<file path="src/rtl/mul_pkg.sv">
// Shared types for the iterative multiplier: FSM state encoding and flag bit positions.
package mul_pkg;

    typedef enum logic [1:0] {
        IDLE = 2'd0,
        CALC = 2'd1,
        FIX  = 2'd2,
        DONE = 2'd3
    } mul_state_t;

    localparam int FLAG_N = 3;
    localparam int FLAG_Z = 2;
    localparam int FLAG_C = 1;
    localparam int FLAG_V = 0;

endpackage

</file>
<file path="src/rtl/mul_flags.sv">
// Combinational N/Z/C/V flag generation from a full 2W-bit product.
module mul_flags
    import mul_pkg::*;
#(
    parameter int WIDTH = 32
) (
    input  logic [2*WIDTH-1:0] prod,
    input  logic               s,
    output logic [3:0]         flags
);

    logic [WIDTH-1:0] lo;
    logic [WIDTH-1:0] hi;
    logic             hi_nz;
    logic             not_sext;

    assign lo = prod[WIDTH-1:0];
    assign hi = prod[2*WIDTH-1:WIDTH];

    always_comb begin
        hi_nz    = |hi;
        // Signed overflow: the upper half must be a pure copy of the low word's sign bit
        not_sext = (hi != {WIDTH{lo[WIDTH-1]}});

        flags         = 4'b0000;
        flags[FLAG_N] = lo[WIDTH-1];
        flags[FLAG_Z] = (lo == '0);
        flags[FLAG_C] = hi_nz;
        flags[FLAG_V] = s ? not_sext : hi_nz;
    end

endmodule

</file>
<file path="src/rtl/seq_multiplier.sv">
// Radix-2 shift-add multiplier, one step per clock, signed/unsigned, valid/ready on both sides.
// Define MUL_HIGH_WORD_EN to expose the registered upper product word on OutHi.
module seq_multiplier #(
    parameter int WIDTH = 32
) (
    input  logic             Clk,
    input  logic             Rst,
    input  logic             In_Valid,
    output logic             In_Ready,
    input  logic [WIDTH-1:0] In1,
    input  logic [WIDTH-1:0] In2,
    input  logic             S,
    output logic             Out_Valid,
    input  logic             Out_Ready,
    output logic [WIDTH-1:0] Out,
    output logic [3:0]       Flags
`ifdef MUL_HIGH_WORD_EN
    ,
    output logic [WIDTH-1:0] OutHi
`endif
);

    import mul_pkg::*;

    // state | meaning
    // IDLE  | ready for operands
    // CALC  | WIDTH shift-add steps on the magnitudes
    // FIX   | apply result sign, register Out/Flags
    // DONE  | result valid, wait for Out_Ready

    localparam int CNT_W = $clog2(WIDTH) + 1;

    mul_state_t         state, state_nxt;
    logic               s_q;
    logic               sign_q;
    logic [2*WIDTH-1:0] mcand;
    logic [WIDTH-1:0]   mplier;
    logic [2*WIDTH-1:0] acc;
    logic [CNT_W-1:0]   cnt;

    logic               accept;
    logic [WIDTH-1:0]   mag1;
    logic [WIDTH-1:0]   mag2;
    logic [2*WIDTH-1:0] prod_fix;
    logic [3:0]         flags_c;

    assign In_Ready  = (state == IDLE);
    assign Out_Valid = (state == DONE);
    assign accept    = In_Valid && In_Ready;

    // Magnitudes held as W-bit unsigned so the most negative value maps onto itself
    assign mag1     = (S && In1[WIDTH-1]) ? -In1 : In1;
    assign mag2     = (S && In2[WIDTH-1]) ? -In2 : In2;
    assign prod_fix = sign_q ? -acc : acc;

    mul_flags #(
        .WIDTH (WIDTH)
    ) u_flags (
        .prod  (prod_fix),
        .s     (s_q),
        .flags (flags_c)
    );

    always_ff @(posedge Clk) begin
        if (Rst) begin
            state <= IDLE;
        end else begin
            state <= state_nxt;
        end
    end

    always_comb begin
        state_nxt = state;
        case (state)
            IDLE: if (accept) state_nxt = CALC;
            CALC: if (cnt == '0) state_nxt = FIX;
            FIX:  state_nxt = DONE;
            DONE: if (Out_Ready) state_nxt = IDLE;
            default: state_nxt = IDLE;
        endcase
    end

    always_ff @(posedge Clk) begin
        if (Rst) begin
            s_q    <= 1'b0;
            sign_q <= 1'b0;
            mcand  <= '0;
            mplier <= '0;
            acc    <= '0;
            cnt    <= '0;
            Out    <= '0;
            Flags  <= '0;
        end else begin
            case (state)
                IDLE: begin
                    if (accept) begin
                        s_q    <= S;
                        sign_q <= (In1[WIDTH-1] ^ In2[WIDTH-1]) & S;
                        mcand  <= {{WIDTH{1'b0}}, mag1};
                        mplier <= mag2;
                        acc    <= '0;
                        cnt    <= CNT_W'(WIDTH - 1);
                    end
                end
                CALC: begin
                    if (mplier[0]) begin
                        acc <= acc + mcand;
                    end
                    mcand  <= mcand << 1;
                    mplier <= mplier >> 1;
                    if (cnt != '0) begin
                        cnt <= cnt - CNT_W'(1);
                    end
                end
                FIX: begin
                    Out   <= prod_fix[WIDTH-1:0];
                    Flags <= flags_c;
                end
                default: begin
                end
            endcase
        end
    end

`ifdef MUL_HIGH_WORD_EN
    always_ff @(posedge Clk) begin
        if (Rst) begin
            OutHi <= '0;
        end else if (state == FIX) begin
            OutHi <= prod_fix[2*WIDTH-1:WIDTH];
        end
    end
`endif

endmodule

</file>
<file path="config.mk">
export PLATFORM = sky130hd
export DESIGN_NAME = seq_multiplier
export DESIGN_NICKNAME = d
export VERILOG_FILES = /design/src/rtl/mul_pkg.sv /design/src/rtl/mul_flags.sv /design/src/rtl/seq_multiplier.sv
export SDC_FILE = /design/constraint.sdc
export NUM_CORES = 1
export LEC_CHECK = 0
export ABC_AREA = 1
export CAP_MARGIN = 20
export CELL_PAD_IN_SITES_DETAIL_PLACEMENT = 0
export CELL_PAD_IN_SITES_GLOBAL_PLACEMENT = 1
export CORE_MARGIN = 1.5
export CORE_UTILIZATION = 42
export CTS_CLUSTER_SIZE = 40
export DETAILED_ROUTE_END_ITERATION = 12
export GPL_ROUTABILITY_DRIVEN = 0
export HOLD_SLACK_MARGIN = 0.08
export PLACE_DENSITY = 0.89
export SLEW_MARGIN = 20
export SYNTH_ARGS = -nofsm -noshare
export SYNTH_HDL_FRONTEND = slang
export SYNTH_SLANG_ARGS = --single-unit
</file>
<file path="constraint.sdc">
create_clock -name Clk -period 3.4 [get_ports Clk]
set_clock_uncertainty 0.15 [all_clocks]
set_input_delay 0.34 -clock Clk [delete_from_list [all_inputs] [get_ports Clk]]
set_output_delay 0.34 -clock Clk [all_outputs]
set_load 0.05 [all_outputs]
</file>
==> results.py <==
metrics = {
    "power_and_ir_drop": {
        "combPwrFrac": 0.486,
        "power_switching_share": 0.4701,
        "p_int_mw": 6.272,
        "p_clk_frac": 0.221,
        "p_switching_mw": 5.564,
        "peakVddDrop_v": 0.0005511,
        "seq_power_share": 0.294,
        "p_per_area_nw_per_um2": 629.2,
        "power.leakage_nw": 8.562,
    },
    "critical_path": {
        "crit_path_start": "acc[0]",
        "rr_startpoint": "acc[0]",
        "crit_top_cell": "nand2_1",
        "crit_family": "compound AO/OA/AOI/OAI gates",
        "cp_num_buf_inv": 2,
        "cp.required_ns": 3.63,
        "crit_path_top_delay_cell": "o21ai_1",
        "critPathMaxStageDelay_ns": 0.45,
        "crit_path_end": "acc[34]",
        "worstPathArrival_ns": 3.37,
        "path_class": "reg -> reg",
        "crit_path_start_kind": "flop",
        "r2r_setup_slack_ns": 0.26,
        "reg2reg_depth": 15,
        "cp.depth": 15,
        "critPathCaptureType": "flop",
        "r2r-end": "acc[34]",
        "path_max_fanout": 5,
        "crit_path_cell_trace": "ha_1, inv_1, fa_1, o21ai_1, a21boi_1, inv_1, nand2_1, nand2_1, a21oi_1, o21ai_2, nand2_1, nand2_1, a21oi_1, o21ai_1, a21oi_1",
    },
    "timing": {
        "slew_violations": 0,
        "fmax_mhz": 318.8,
        "worst_pin_slew_ns": 0.9400,
        "rsz0062_at_grt": "no",
        "setup_viol": 0,
        "min_period_over_period": 0.9227,
        "period_needed_ns": 3.137,
        "slew_headroom": 0.3725,
        "timing.final.hold_violations": 0,
        "final.setup.tns_ns": 0,
    },
    "clock_tree": {
        "cts_made_buffers": 26,
        "cts_tree": "built",
        "ctsResizeCount": 0,
        "cts-root-buf": "clkbuf_16",
        "cts.sinks": 205,
        "insertion_delay_ns": 0.55,
        "htreeDepth": 1,
        "path_clk_slew_ns": 0.06,
        "ctsHoldBuffers": 1,
        "cts.path.max_buffers": 3,
        "cts_setup_buffers": 0,
    },
    "drt": {
        "drc": 0,
        "vias": 18500,
        "routedWlPerCell_um": 16.65,
        "antenna_left": 0,
        "drtIter0Drc": 1559,
        "routed_wirelength_um": 55790,
        "firstDrtPassIters": 6,
        "viasPerCell": 5.520,
    },
    "layout": {
        "antenna_cells": 0,
        "fin_util": 0.4868,
        "area_growth_pct": 14.20,
        "drive_gt1_frac": 0.05048,
        "fin_nets": 2961,
    },
    "yosys": {
        "synth_common_cells": "613 x nand2_1, 397 x nor2_1, 332 x a21oi_1",
        "syn_nets": 2900,
        "yosysTopAreaCellShare": 0.2491,
        "netlist_area_um2": 16470,
        "yosys-top-cells-area": "dfxtp_1 25%, nand2_1 14%, a21oi_1 10%",
        "yosys_warnings": 0,
        "async_flop_share": 0,
        "yosysSeqAreaShare": 0.2491,
        "synth-edff-count": 0,
        "synthCells": 2757,
        "ys_ff_latch": 205,
        "yosysUniqueCellTypes": 57,
        "synth_most_common_cell": "nand2_1",
        "synth-main-ff-cell": "dfxtp_1",
        "postSynthAreaPerCell_um2": 5.975,
        "synth.largest_area_cell": "dfxtp_1",
    },
    "die": {
        "rows": 72,
        "die_w_um": 201.0,
        "die_area_um2": 40420,
        "io_pins": 107,
        "core_um2": 38650,
        "start_util": 0.4262,
        "die_y_um": 201.0,
    },
    "hold_path": {
        "min_path_type": "reg -> reg",
    },
    "grt": {
        "antenna_found_initial": 0,
        "grt-ovfl-total": 0,
        "grt_usage": 0.2716,
        "grt_pass1_vias": 17440,
        "grt_max_degree": 120,
        "grt_pass1_wl_um": 90210,
    },
    "job": {
        "maxCapViolations": 0,
    },
    "run_status": {
        "outcome": "finished, final reports clean",
    },
    "placed_design": {
        "port_buffers": 106,
        "dp_hpwl_um": 43270,
    },
}
worst reg2reg max path, cell delays in order (launching register included):
cell	delay, ns
dfxtp_1	0.35
ha_1	0.17
inv_1	0.05
fa_1	0.41
o21ai_1	0.45
a21boi_1	0.12
inv_1	0.19
nand2_1	0.07
nand2_1	0.10
a21oi_1	0.14
o21ai_2	0.26
nand2_1	0.08
nand2_1	0.16
a21oi_1	0.08
o21ai_1	0.11
a21oi_1	0.07
power groups by stage:
| stage | Sequential (mW) | Clock [mW] | Combinational [mW] |
|---|---|---|---|
| floorplan | 3.87 | 0 | 3.58 |
| global placement | 3.49 | 0 | 5.60 |
| detailed placement | 3.51 | 0 | 5.67 |
| CTS | 3.47 | 2.66 | 5.70 |
| global route | 3.54 | 2.75 | 6.38 |
| finish | 3.48 | 2.61 | 5.75 |
layer usage:
layer  GRT usage  routed length [µm]
met1      0.3693               24850
met2      0.4459               24950
met3     0.02987                4228
met4     0.09211                1755
met5           0                   0
stage by stage:
| stage | total power, mW | hold WS (ns) | worst slack, ns | std cells | instance area [µm²] |
|---|---|---|---|---|---|
| 2_1_floorplan | 7.458 | 0.2792 | 0.8163 | 2757 | 16470 |
| 3_3_place_gp | 9.092 | 0.2894 | 0.3908 | 3307 | 18010 |
| 3_5_place_dp | 9.181 | 0.3003 | 0.3781 | 3307 | 18010 |
| 4_1_cts | 11.83 | 0.3058 | 0.3195 | 3351 | 18810 |
| 5_1_grt | 12.67 | 0.3159 | 0.05673 | 3351 | 18810 |
| 6_report | 11.84 | 0.3111 | 0.2628 | 3351 | 18810 |
kinds of logic after synthesis:
kind of cell	count (synthesis)	share of synthesized area
xor+xnor	60	0.03190
compound gates	701	0.2279
fa+ha+maj	74	0.05666
buf+inv	384	0.08864
simple gates	1333	0.3457
flops	205	0.2491
placed cells by master, fill, tap and decap left out, drive strengths merged, types with 10 or more instances in the layout:
master / instances
clkdlybuf4s50: 105
a21oi: 332
or2: 22
o21ai: 286
nor2: 409
nand3b: 20
a21o: 10
nand3: 172
o21bai: 10
xor2: 30
dfxtp: 205
xnor2: 30
clkinv: 12
nor3: 35
a31oi: 23
nor4: 13
nand2: 626
inv: 286
o211ai: 10
buf: 22
nand4: 24
ha: 73
clkbuf: 33
cell type report:
class                           count  area [µm²]
Clock buffer                       33       728.2
Multi-Input combinational cell   2168       10930
Fill cell                        4014       19840
Timing Repair Buffer              128        1251
Tap cell                          518       648.1
Inverter                          289        1085
Sequential cell                   205        4105
Clock inverter                     10       60.06
sequential cells by signal (all words and copies together) (netlist names):
| name | flops |
|---|---|
| acc | 64 |
| mcand | 64 |
| Out | 32 |
| mplier | 32 |
| cnt | 6 |
| Flags | 3 |
| state | 2 |
| s_q | 1 |
| sign_q | 1 |
worst min-delay path by stage:
stage,from,endpoint,slack (ns),cells past startpoint
after floorplan,cnt[5],cnt[5],0.28,1
after global placement,cnt[5],cnt[5],0.29,1
after detailed placement,cnt[5],cnt[5],0.30,1
after CTS,In2[0],mplier[0],0.31,3
after global routing,In2[0],mplier[0],0.32,3
final,cnt[5],cnt[5],0.31,1
Note: power is estimated with default switching activity, not from simulation.
